**config.mk**
```make
export PLATFORM = sky130hd
export DESIGN_NAME = program_sequencer
export DESIGN_NICKNAME = d
export VERILOG_FILES = /design/src/rtl/program_sequencer.sv
export SDC_FILE = /design/constraint.sdc
export NUM_CORES = 1
export LEC_CHECK = 0
export CORE_ASPECT_RATIO = 1.75
export CORE_MARGIN = 2
export CORE_UTILIZATION = 55
export CTS_CLUSTER_SIZE = 28
export DETAILED_ROUTE_END_ITERATION = 6
export PLACE_DENSITY = 0.8
export SYNTH_ARGS = -nofsm -noshare
export SYNTH_HDL_FRONTEND = slang
export SYNTH_SLANG_ARGS = --single-unit
```
**constraint.sdc**
```tcl
create_clock -name clk -period 5.3 [get_ports clk]
set_input_delay 1.06 -clock clk [delete_from_list [all_inputs] [get_ports clk]]
set_output_delay 1.06 -clock clk [all_outputs]
set_load 0.005 [all_outputs]
```
**src/rtl/program_sequencer.sv**
```systemverilog
// program_sequencer
//   Program counter for the instruction-memory address. Supports stall,
//   absolute jump, PC-relative branch and a bounded hardware call/return
//   stack. Refused calls (stack full) and refused returns (stack empty) fall
//   through to a plain increment and raise a one-cycle error pulse.
//
// Ports
//   clk        rising-edge clock
//   reset      synchronous, active-high; loads RESET_VEC, empties the stack
//   en         advance enable; 0 holds all state and ignores commands
//   jump       absolute jump to jump_addr
//   jump_addr  target for jump and call
//   branch     relative branch by signed br_off from the current pc
//   br_off     two's complement branch offset
//   call       push pc+1, go to jump_addr
//   ret        pop return address into pc
//   pc         current program counter (registered)
//   depth      number of valid stack entries (registered)
//   ovf        one-cycle pulse: call refused because the stack is full
//   unf        one-cycle pulse: ret refused because the stack is empty
//
// Command priority: reset > en=0 > ret > call > jump > branch > increment.
// Losing requests in the same cycle are dropped.

module program_sequencer #(
    parameter int unsigned      WIDTH       = 8,
    parameter int unsigned      OFF_W       = 8,
    parameter int unsigned      STACK_DEPTH = 4,
    parameter logic [WIDTH-1:0] RESET_VEC   = '0
) (
    input  logic                               clk,
    input  logic                               reset,
    input  logic                               en,
    input  logic                               jump,
    input  logic [WIDTH-1:0]                   jump_addr,
    input  logic                               branch,
    input  logic [OFF_W-1:0]                   br_off,
    input  logic                               call,
    input  logic                               ret,
    output logic [WIDTH-1:0]                   pc,
    output logic [$clog2(STACK_DEPTH+1)-1:0]   depth,
    output logic                               ovf,
    output logic                               unf
);

    localparam int unsigned DW = $clog2(STACK_DEPTH + 1);
    // Stack address width; kept at least 1 bit so a single-entry stack still
    // has a legal index.
    localparam int unsigned AW = (STACK_DEPTH > 1) ? $clog2(STACK_DEPTH) : 1;
    localparam logic [DW-1:0] DEPTH_FULL = DW'(STACK_DEPTH);

    logic [WIDTH-1:0] stack [2**AW];

    logic [WIDTH-1:0] pc_inc;
    logic [WIDTH-1:0] off_ext;
    logic [AW-1:0]    wr_idx;
    logic [AW-1:0]    rd_idx;
    logic [DW-1:0]    depth_m1;

    logic [WIDTH-1:0] pc_n;
    logic [DW-1:0]    depth_n;
    logic             ovf_n;
    logic             unf_n;
    logic             push;

    assign pc_inc   = pc + WIDTH'(1);
    // Size cast of a signed operand sign-extends; also legal when OFF_W == WIDTH.
    assign off_ext  = WIDTH'($signed(br_off));
    assign depth_m1 = depth - DW'(1);
    assign wr_idx   = AW'(depth);
    assign rd_idx   = AW'(depth_m1);

    always_comb begin
        pc_n    = pc;
        depth_n = depth;
        ovf_n   = 1'b0;
        unf_n   = 1'b0;
        push    = 1'b0;
        if (en) begin
            if (ret) begin
                if (depth != '0) begin
                    pc_n    = stack[rd_idx];
                    depth_n = depth_m1;
                end else begin
                    pc_n  = pc_inc;
                    unf_n = 1'b1;
                end
            end else if (call) begin
                if (depth != DEPTH_FULL) begin
                    push    = 1'b1;
                    pc_n    = jump_addr;
                    depth_n = depth + DW'(1);
                end else begin
                    pc_n  = pc_inc;
                    ovf_n = 1'b1;
                end
            end else if (jump) begin
                pc_n = jump_addr;
            end else if (branch) begin
                pc_n = pc + off_ext;
            end else begin
                pc_n = pc_inc;
            end
        end
    end

    always_ff @(posedge clk) begin
        if (reset) begin
            pc    <= RESET_VEC;
            depth <= '0;
            ovf   <= 1'b0;
            unf   <= 1'b0;
        end else begin
            pc    <= pc_n;
            depth <= depth_n;
            ovf   <= ovf_n;
            unf   <= unf_n;
        end
    end

    // Stack storage is not reset; only depth decides which entries are valid.
    always_ff @(posedge clk) begin
        if (!reset && push) begin
            stack[wr_idx] <= pc_inc;
        end
    end

endmodule

```
==> metrics.txt, run 1 <==
combinational power share=27.4%; Detailed Route Iter0 Violations=56; CTS max path bufs=2; post-CTS sizing=0; WHS Path Cells=2; prevailing post-synth register cell=edfxtp_1; Final #Nets=310; sequential share of power=48.0%; Simple-Gate Fraction of Synth Area=13.3%; Initial Utilization=57.1%; Crit Path Class=input pin to register; final slew viol count=0; CP arrival=2.97 ns; Detailed Place HPWL=4.46 mm; TritonCTS clock tree=yes; share of cells above drive strength 1=10.2%; critical path's largest stage delay=0.46 ns; Final Hold Violating Endpoints=0; Clock power frac=24.6%; Startpoint Class=input pin; Post-Synth XOR/XNOR Area=5.21%; DR pass1 iterations=5; Syn Nets=280; worst hold path startpoint=depth[1]$_SDFFE_PP0P_; Ports=36; Synth async-reset ratio=0%; Power Density=280 nW/um^2; Hold Path Sink=depth[1]$_SDFFE_PP0P_; Area growth syn-to-layout=17.1%; vias in the first global route=1985; worst-case vdd ir drop=0.153 mV; clock latency at the later pin of the worst-skew pair=0.29 ns; P_int=0.607 mW; clk_skew=0.00788 ns; CP bufs+invs=2; post-DR vias/cell=6.08; data required time of the critical path=5.26 ns; Inst Count DP=318; mux cell area share after synthesis=9.86%; first-pass GRT wire length=9.47 mm; Final GP Congestion=0.921; Routed Antenna Nets=0; Rows=33; Synth Cell Area=2660 sq um; largest family of logic cells by synthesized area=compound AO/OA/AOI/OAI gates; pin count of the biggest net entering global routing=20; R2R Setup Slk=2.72 ns; WL/cell=17.6 microns; Worst Hold Class=register to register; grt ovf=0; setup TNS=0 ns; min Tclk post-route=3.02 ns; Compound-Gate Fraction of Synth Area=14.8%; cells on worst reg2reg path=7; # setup viols final=0; CTS buffer count=5; number of flops mapped to enable cells by yosys=32; # hold bufs at CTS=0; post-synthesis average cell area=11.0 sq um; Seq/Total Area, Yosys=45.8%; Yosys cell types=57; post-CTS setup buffer count=0; Psw=0.267 mW; Die X=56.6 microns; area of the core=4670 sq um; Root Buffer=clkbuf_8; crit-path cells=clkdlybuf4s50_1, buf_4, nand2b_1, or3b_1, a21oi_1, and2_1; delay-heaviest family, CP=simple AND/OR/NAND/NOR gates; # DRC=0; worst r2r src=depth[0]$_SDFFE_PP0P_; Die Area=5440 sq um; sw frac=30.5%; Crit path depth=6; Non-Filler Instances=326; antenna cell count=0; Die Span Y=96.1 microns; slew margin rel.=52.1%; Syn. warnings=0; DR vias=1982; period utilisation layout=56.9%; synthesis-stage register bit count=45; Syn Inst Count=243; slowest library cell on the worst path=clkdlybuf4s50_1; RSZ-0062 raised after global routing=no; total of max-cap violations=0; Leak Pwr=1.11 nW; FF-to-FF End=pc[6]$_SDFFE_PP0P_; Worst-Margin Slew=0.717 ns; H-tree lvl count=2; status=finished, final reports clean; fmax=332 MHz; gr usage total=23.1%; adder-cell area share of the yosys netlist=6.86%; filler cell count in the final layout=365; PortBufs=35; WL final=5.74 mm; Worst setup EP type=register; initial antenna violation count=0; clock sink count=45; worst-path fanout max=19; clock slew at reported path FFs=0.08 ns
-- state kept, by name, indices dropped and copies added, names as in the netlist --
signal  count
unf         1
stack      32
depth       3
pc          8
ovf         1
-- cell usage in the layout (no fill, tap or decap), drive strengths merged, types with 7 or more instances in the layout --
cell type      instances
inv                   13
o21ai                  9
dfxtp                 13
mux4                   8
xnor2                  8
clkdlybuf4s50         35
nor2                  21
ha                    13
xor2                   7
edfxtp                32
nand2                 17
a21oi                 13
-- stage by stage --
stage	hold slack [ns]	util (%)	setup slack, ns	area [sq um]	power, mW
2_1_floorplan	0.535	-	2.67	2660	0.590
3_3_place_gp	0.541	65.0	2.04	3030	0.663
3_5_place_dp	0.555	65.0	1.98	3030	0.665
4_1_cts	0.567	66.9	2.29	3120	0.877
5_1_grt	0.612	66.9	2.15	3120	0.919
6_report	0.560	66.9	2.28	3120	0.874
-- cells in the mapped netlist (3+ instances only) --
cell type	count	area, sq um
nor3_1	4	20.0
a21boi_0	3	22.5
buf_2	5	25.0
a311oi_1	3	26.3
clkbuf_1	6	22.5
nor2_1	21	78.8
xor2_1	6	52.6
nand3_1	5	25.0
mux4_2	8	180
o21ai_0	6	30.0
dfxtp_1	13	260
inv_1	11	41.3
ha_1	13	163
and2_1	3	18.8
o21ai_1	3	15.0
a211oi_1	3	22.5
o211ai_1	3	22.5
mux2i_1	6	60.1
xnor2_1	8	70.1
edfxtp_1	32	961
a31oi_1	4	25.0
nand2b_1	5	31.3
nand2_1	17	63.8
nor2b_1	4	25.0
a21oi_1	13	65.1
-- layer usage --
metal / up-vias / part of all wire, % / wire [microns] / GRT usage, %
li1: 958 / - / - / -
met1: 951 / 38 / 2210 / 26.8
met2: 65 / 57 / 3270 / 43.2
met3: 8 / 2.5 / 144 / 1.21
met4: 0 / 2.0 / 115 / 10.3
met5: - / 0 / 0 / 0
-- worst max-delay path by stage --
stage / start / endpoint / slack [ns]
final: en / stack[3][2]$_DFFE_PP_ / 2.28
after global routing: en / stack[2][0]$_DFFE_PP_ / 2.15
after global placement: ret / stack[2][5]$_DFFE_PP_ / 2.04
after CTS: en / stack[2][0]$_DFFE_PP_ / 2.29
after floorplan: en / stack[3][0]$_DFFE_PP_ / 2.67
after detailed placement: en / stack[2][6]$_DFFE_PP_ / 1.98
-- logic make-up after synthesis --
| group | Yosys count |
|---|---|
| adders and majority gates | 14 |
| xor gates and xnor gates | 15 |
| and+or+nand+nor | 70 |
| muxes | 16 |
| DFF | 45 |
| AOI/OAI and AO/OA | 57 |
| buffers and inverters | 26 |
-- power groups by stage --
stage | sequential, mW | combinational, mW | clock (mW)
6_report | 0.420 | 0.239 | 0.215
5_1_grt | 0.424 | 0.263 | 0.231
4_1_cts | 0.421 | 0.240 | 0.217
3_5_place_dp | 0.428 | 0.237 | 0
3_3_place_gp | 0.428 | 0.235 | 0
2_1_floorplan | 0.417 | 0.172 | 0
-- worst min-delay path: stages (launching register included) --
cell and delay, ns:
dfxtp_1 0.36, nor2_1 0.11, a211oi_1 0.05
-- layout make-up --
cell class	instances	area, sq um	share of cell area (%)
multi-input combinational	172	1330	42.7
timing repair buffer	37	365	11.7
clock inverter	3	21.3	0.682
inverter	12	45.0	1.44
tap	52	65.1	2.09
clock buffer	5	68.8	2.21
sequential	45	1220	39.1
(Power assumes the default switching activity.)
==> run 2: changes to the inputs <==
==> constraint.sdc (replaced) <==
create_clock -name clk -period 2.8 [get_ports clk]
set_input_delay 0.56 -clock clk [delete_from_list [all_inputs] [get_ports clk]]
set_output_delay 0.56 -clock clk [all_outputs]
set_load 0.005 [all_outputs]
==> run 2 against run 1 <==
First-iteration DRC count decreased by 34%. Sequential cell count unchanged. Register-to-register slack got worse by 2.0 ns. Clock skew decreased by 0.0029 ns. Global-route usage increased by 2.1 points. Non-clock buffer count increased by 8. Highest routed layer unchanged.
==> metrics.txt, run 2 (synthesized netlist as in run 1, its figures left out) <==
status=finished, final reports clean; Root Buffer=clkbuf_8; antenna cell count=0; Post-DP Area=3090 sq um; Hold WS=0.566 ns; Initial Utilization=57.1%; R2R Setup Slk=0.73 ns; CP arrival=2.58 ns; Leak Pwr=1.15 nW; Detailed Place HPWL=4.94 mm; Crit Path Class=input pin to register; Placement Setup Slack=0.130 ns; met1 Usage GRT=26.1%; final instance area=3200 sq um; WL final=6.21 mm; crit path capture=pc[4]$_SDFFE_PP0P_; grt ovf=0; commonest non-fill, non-tap cells in the layout=clkdlybuf4s50_1, edfxtp_1, nor2_1, nand2_1; multi-input logic area=1330 sq um; Startpoint Class=input pin; Routed Antenna Nets=0; DR vias=2044; total of max-cap violations=0; slew margin rel.=61.7%; Die Span Y=96.1 microns; PortBufs=35; cells on worst reg2reg path=7; Die X=56.6 microns; Largest Register=stack; FF-to-FF End=pc[7]$_SDFFE_PP0P_; first-pass GRT wire length=10.2 mm; Power Density=547 nW/um^2; share of cells above drive strength 1=12.4%; Area growth syn-to-layout=20.2%; TritonCTS clock tree=yes; clock sink count=45; Final Hold Violating Endpoints=0; busiest grt layer=met2; clk_skew=0.00498 ns; GRT met2 Usage=47.1%; Detailed Route Iter0 Violations=37; Reg area=1220 sq um; # setup viols final=0; H-tree lvl count=2; pin count of the biggest net entering global routing=19; data required time of the critical path=3.03 ns; Ports=36; RSZ-0062 raised after global routing=no; Final #Nets=318; Worst-Margin Slew=0.575 ns; beginning of the critical path=br_off[0]; post-CTS setup buffer count=0; clock latency at the later pin of the worst-skew pair=0.30 ns; setup ws final=0.449 ns; post-DR vias/cell=6.12; setup TNS=0 ns; initial antenna violation count=0; area of the core=4670 sq um; vias in the first global route=2104; filler cell count in the final layout=350; Die Area=5440 sq um; commonest non-fill, non-tap cell in the layout=clkdlybuf4s50_1; post-CTS sizing=0; CTS max path bufs=2; DR pass1 iterations=4; worst-path fanout max=3; Worst setup EP type=register; top flop regs=stack x32, pc x8, depth x3; CTS buffer count=5; gr usage total=25.2%; grt met3 use=2.82%; worst-case vdd ir drop=0.328 mV; worst r2r src=pc[2]$_SDFFE_PP0P_; Worst Hold Class=register to register; Final GP Congestion=0.859; Rows=33; Largest register FFs=32; # hold bufs at CTS=0; period utilisation layout=84.0%; WL/cell=18.6 microns; min Tclk post-route=2.35 ns; fmax=425 MHz; # DRC=0; clock slew at reported path FFs=0.08 ns; final slew viol count=0
## run 2: cell count changes in the layout (fill, tap and decap cells not counted)
cell / previous run / this run
buf_4: 2 / 10
bufinv_16: 0 / 1
clkinv_1: 0 / 1
clkinv_2: 1 / 0
inv_6: 1 / 0
## run 2: area by class of cell
type                       instances  share of cell area [%]
multi-input combinational        172                    41.7
timing repair buffer              45                    13.3
clock inverter                     3                    1.29
tap                               52                    2.03
inverter                          12                    1.41
clock buffer                       5                    2.15
sequential                        45                    38.2
## run 2: power breakdown
| part | switching, mW | internal (mW) |
|---|---|---|
| registers | 0.0311 | 0.748 |
| logic | 0.253 | 0.234 |
| clock network | 0.223 | 0.263 |
| total | 0.507 | 1.25 |
## run 2: layer usage
layer	routed length, microns	vias to the layer above	part of all wire [%]
met1	2310	980	37
li1	-	976	-
met4	292	0	4.7
met3	179	19	2.9
met2	3430	69	55
met5	0	-	0
## run 2: per-stage QoR
| step | instances | util [%] | power, mW |
|---|---|---|---|
| floorplan | 243 | - | 1.12 |
| global placement | 326 | 66.2 | 1.27 |
| detailed placement | 326 | 66.2 | 1.28 |
| CTS | 334 | 68.6 | 1.76 |
| global route | 334 | 68.6 | 1.83 |
| finish | 334 | 68.6 | 1.75 |
## run 2: critical path, cell delays in order
cell and delay (ns):
clkdlybuf4s50_1 0.47, ha_1 0.20, inv_1 0.07, fa_1 0.41, nor2b_1 0.12, o21ai_0 0.10, nor3b_1 0.16, o31ai_1 0.20
nand3_1 0.11, a41oi_1 0.18
## run 2: how the worst min path moves through the flow
stage | startpoint | end | slack [ns] | cells after the start
2_1_floorplan | depth[1]$_SDFFE_PP0P_ | depth[1]$_SDFFE_PP0P_ | 0.53 | 2
3_3_place_gp | depth[1]$_SDFFE_PP0P_ | depth[1]$_SDFFE_PP0P_ | 0.55 | 2
3_5_place_dp | depth[1]$_SDFFE_PP0P_ | depth[1]$_SDFFE_PP0P_ | 0.56 | 2
4_1_cts | depth[1]$_SDFFE_PP0P_ | depth[1]$_SDFFE_PP0P_ | 0.57 | 2
5_1_grt | depth[1]$_SDFFE_PP0P_ | depth[1]$_SDFFE_PP0P_ | 0.60 | 2
6_report | depth[1]$_SDFFE_PP0P_ | depth[1]$_SDFFE_PP0P_ | 0.57 | 2
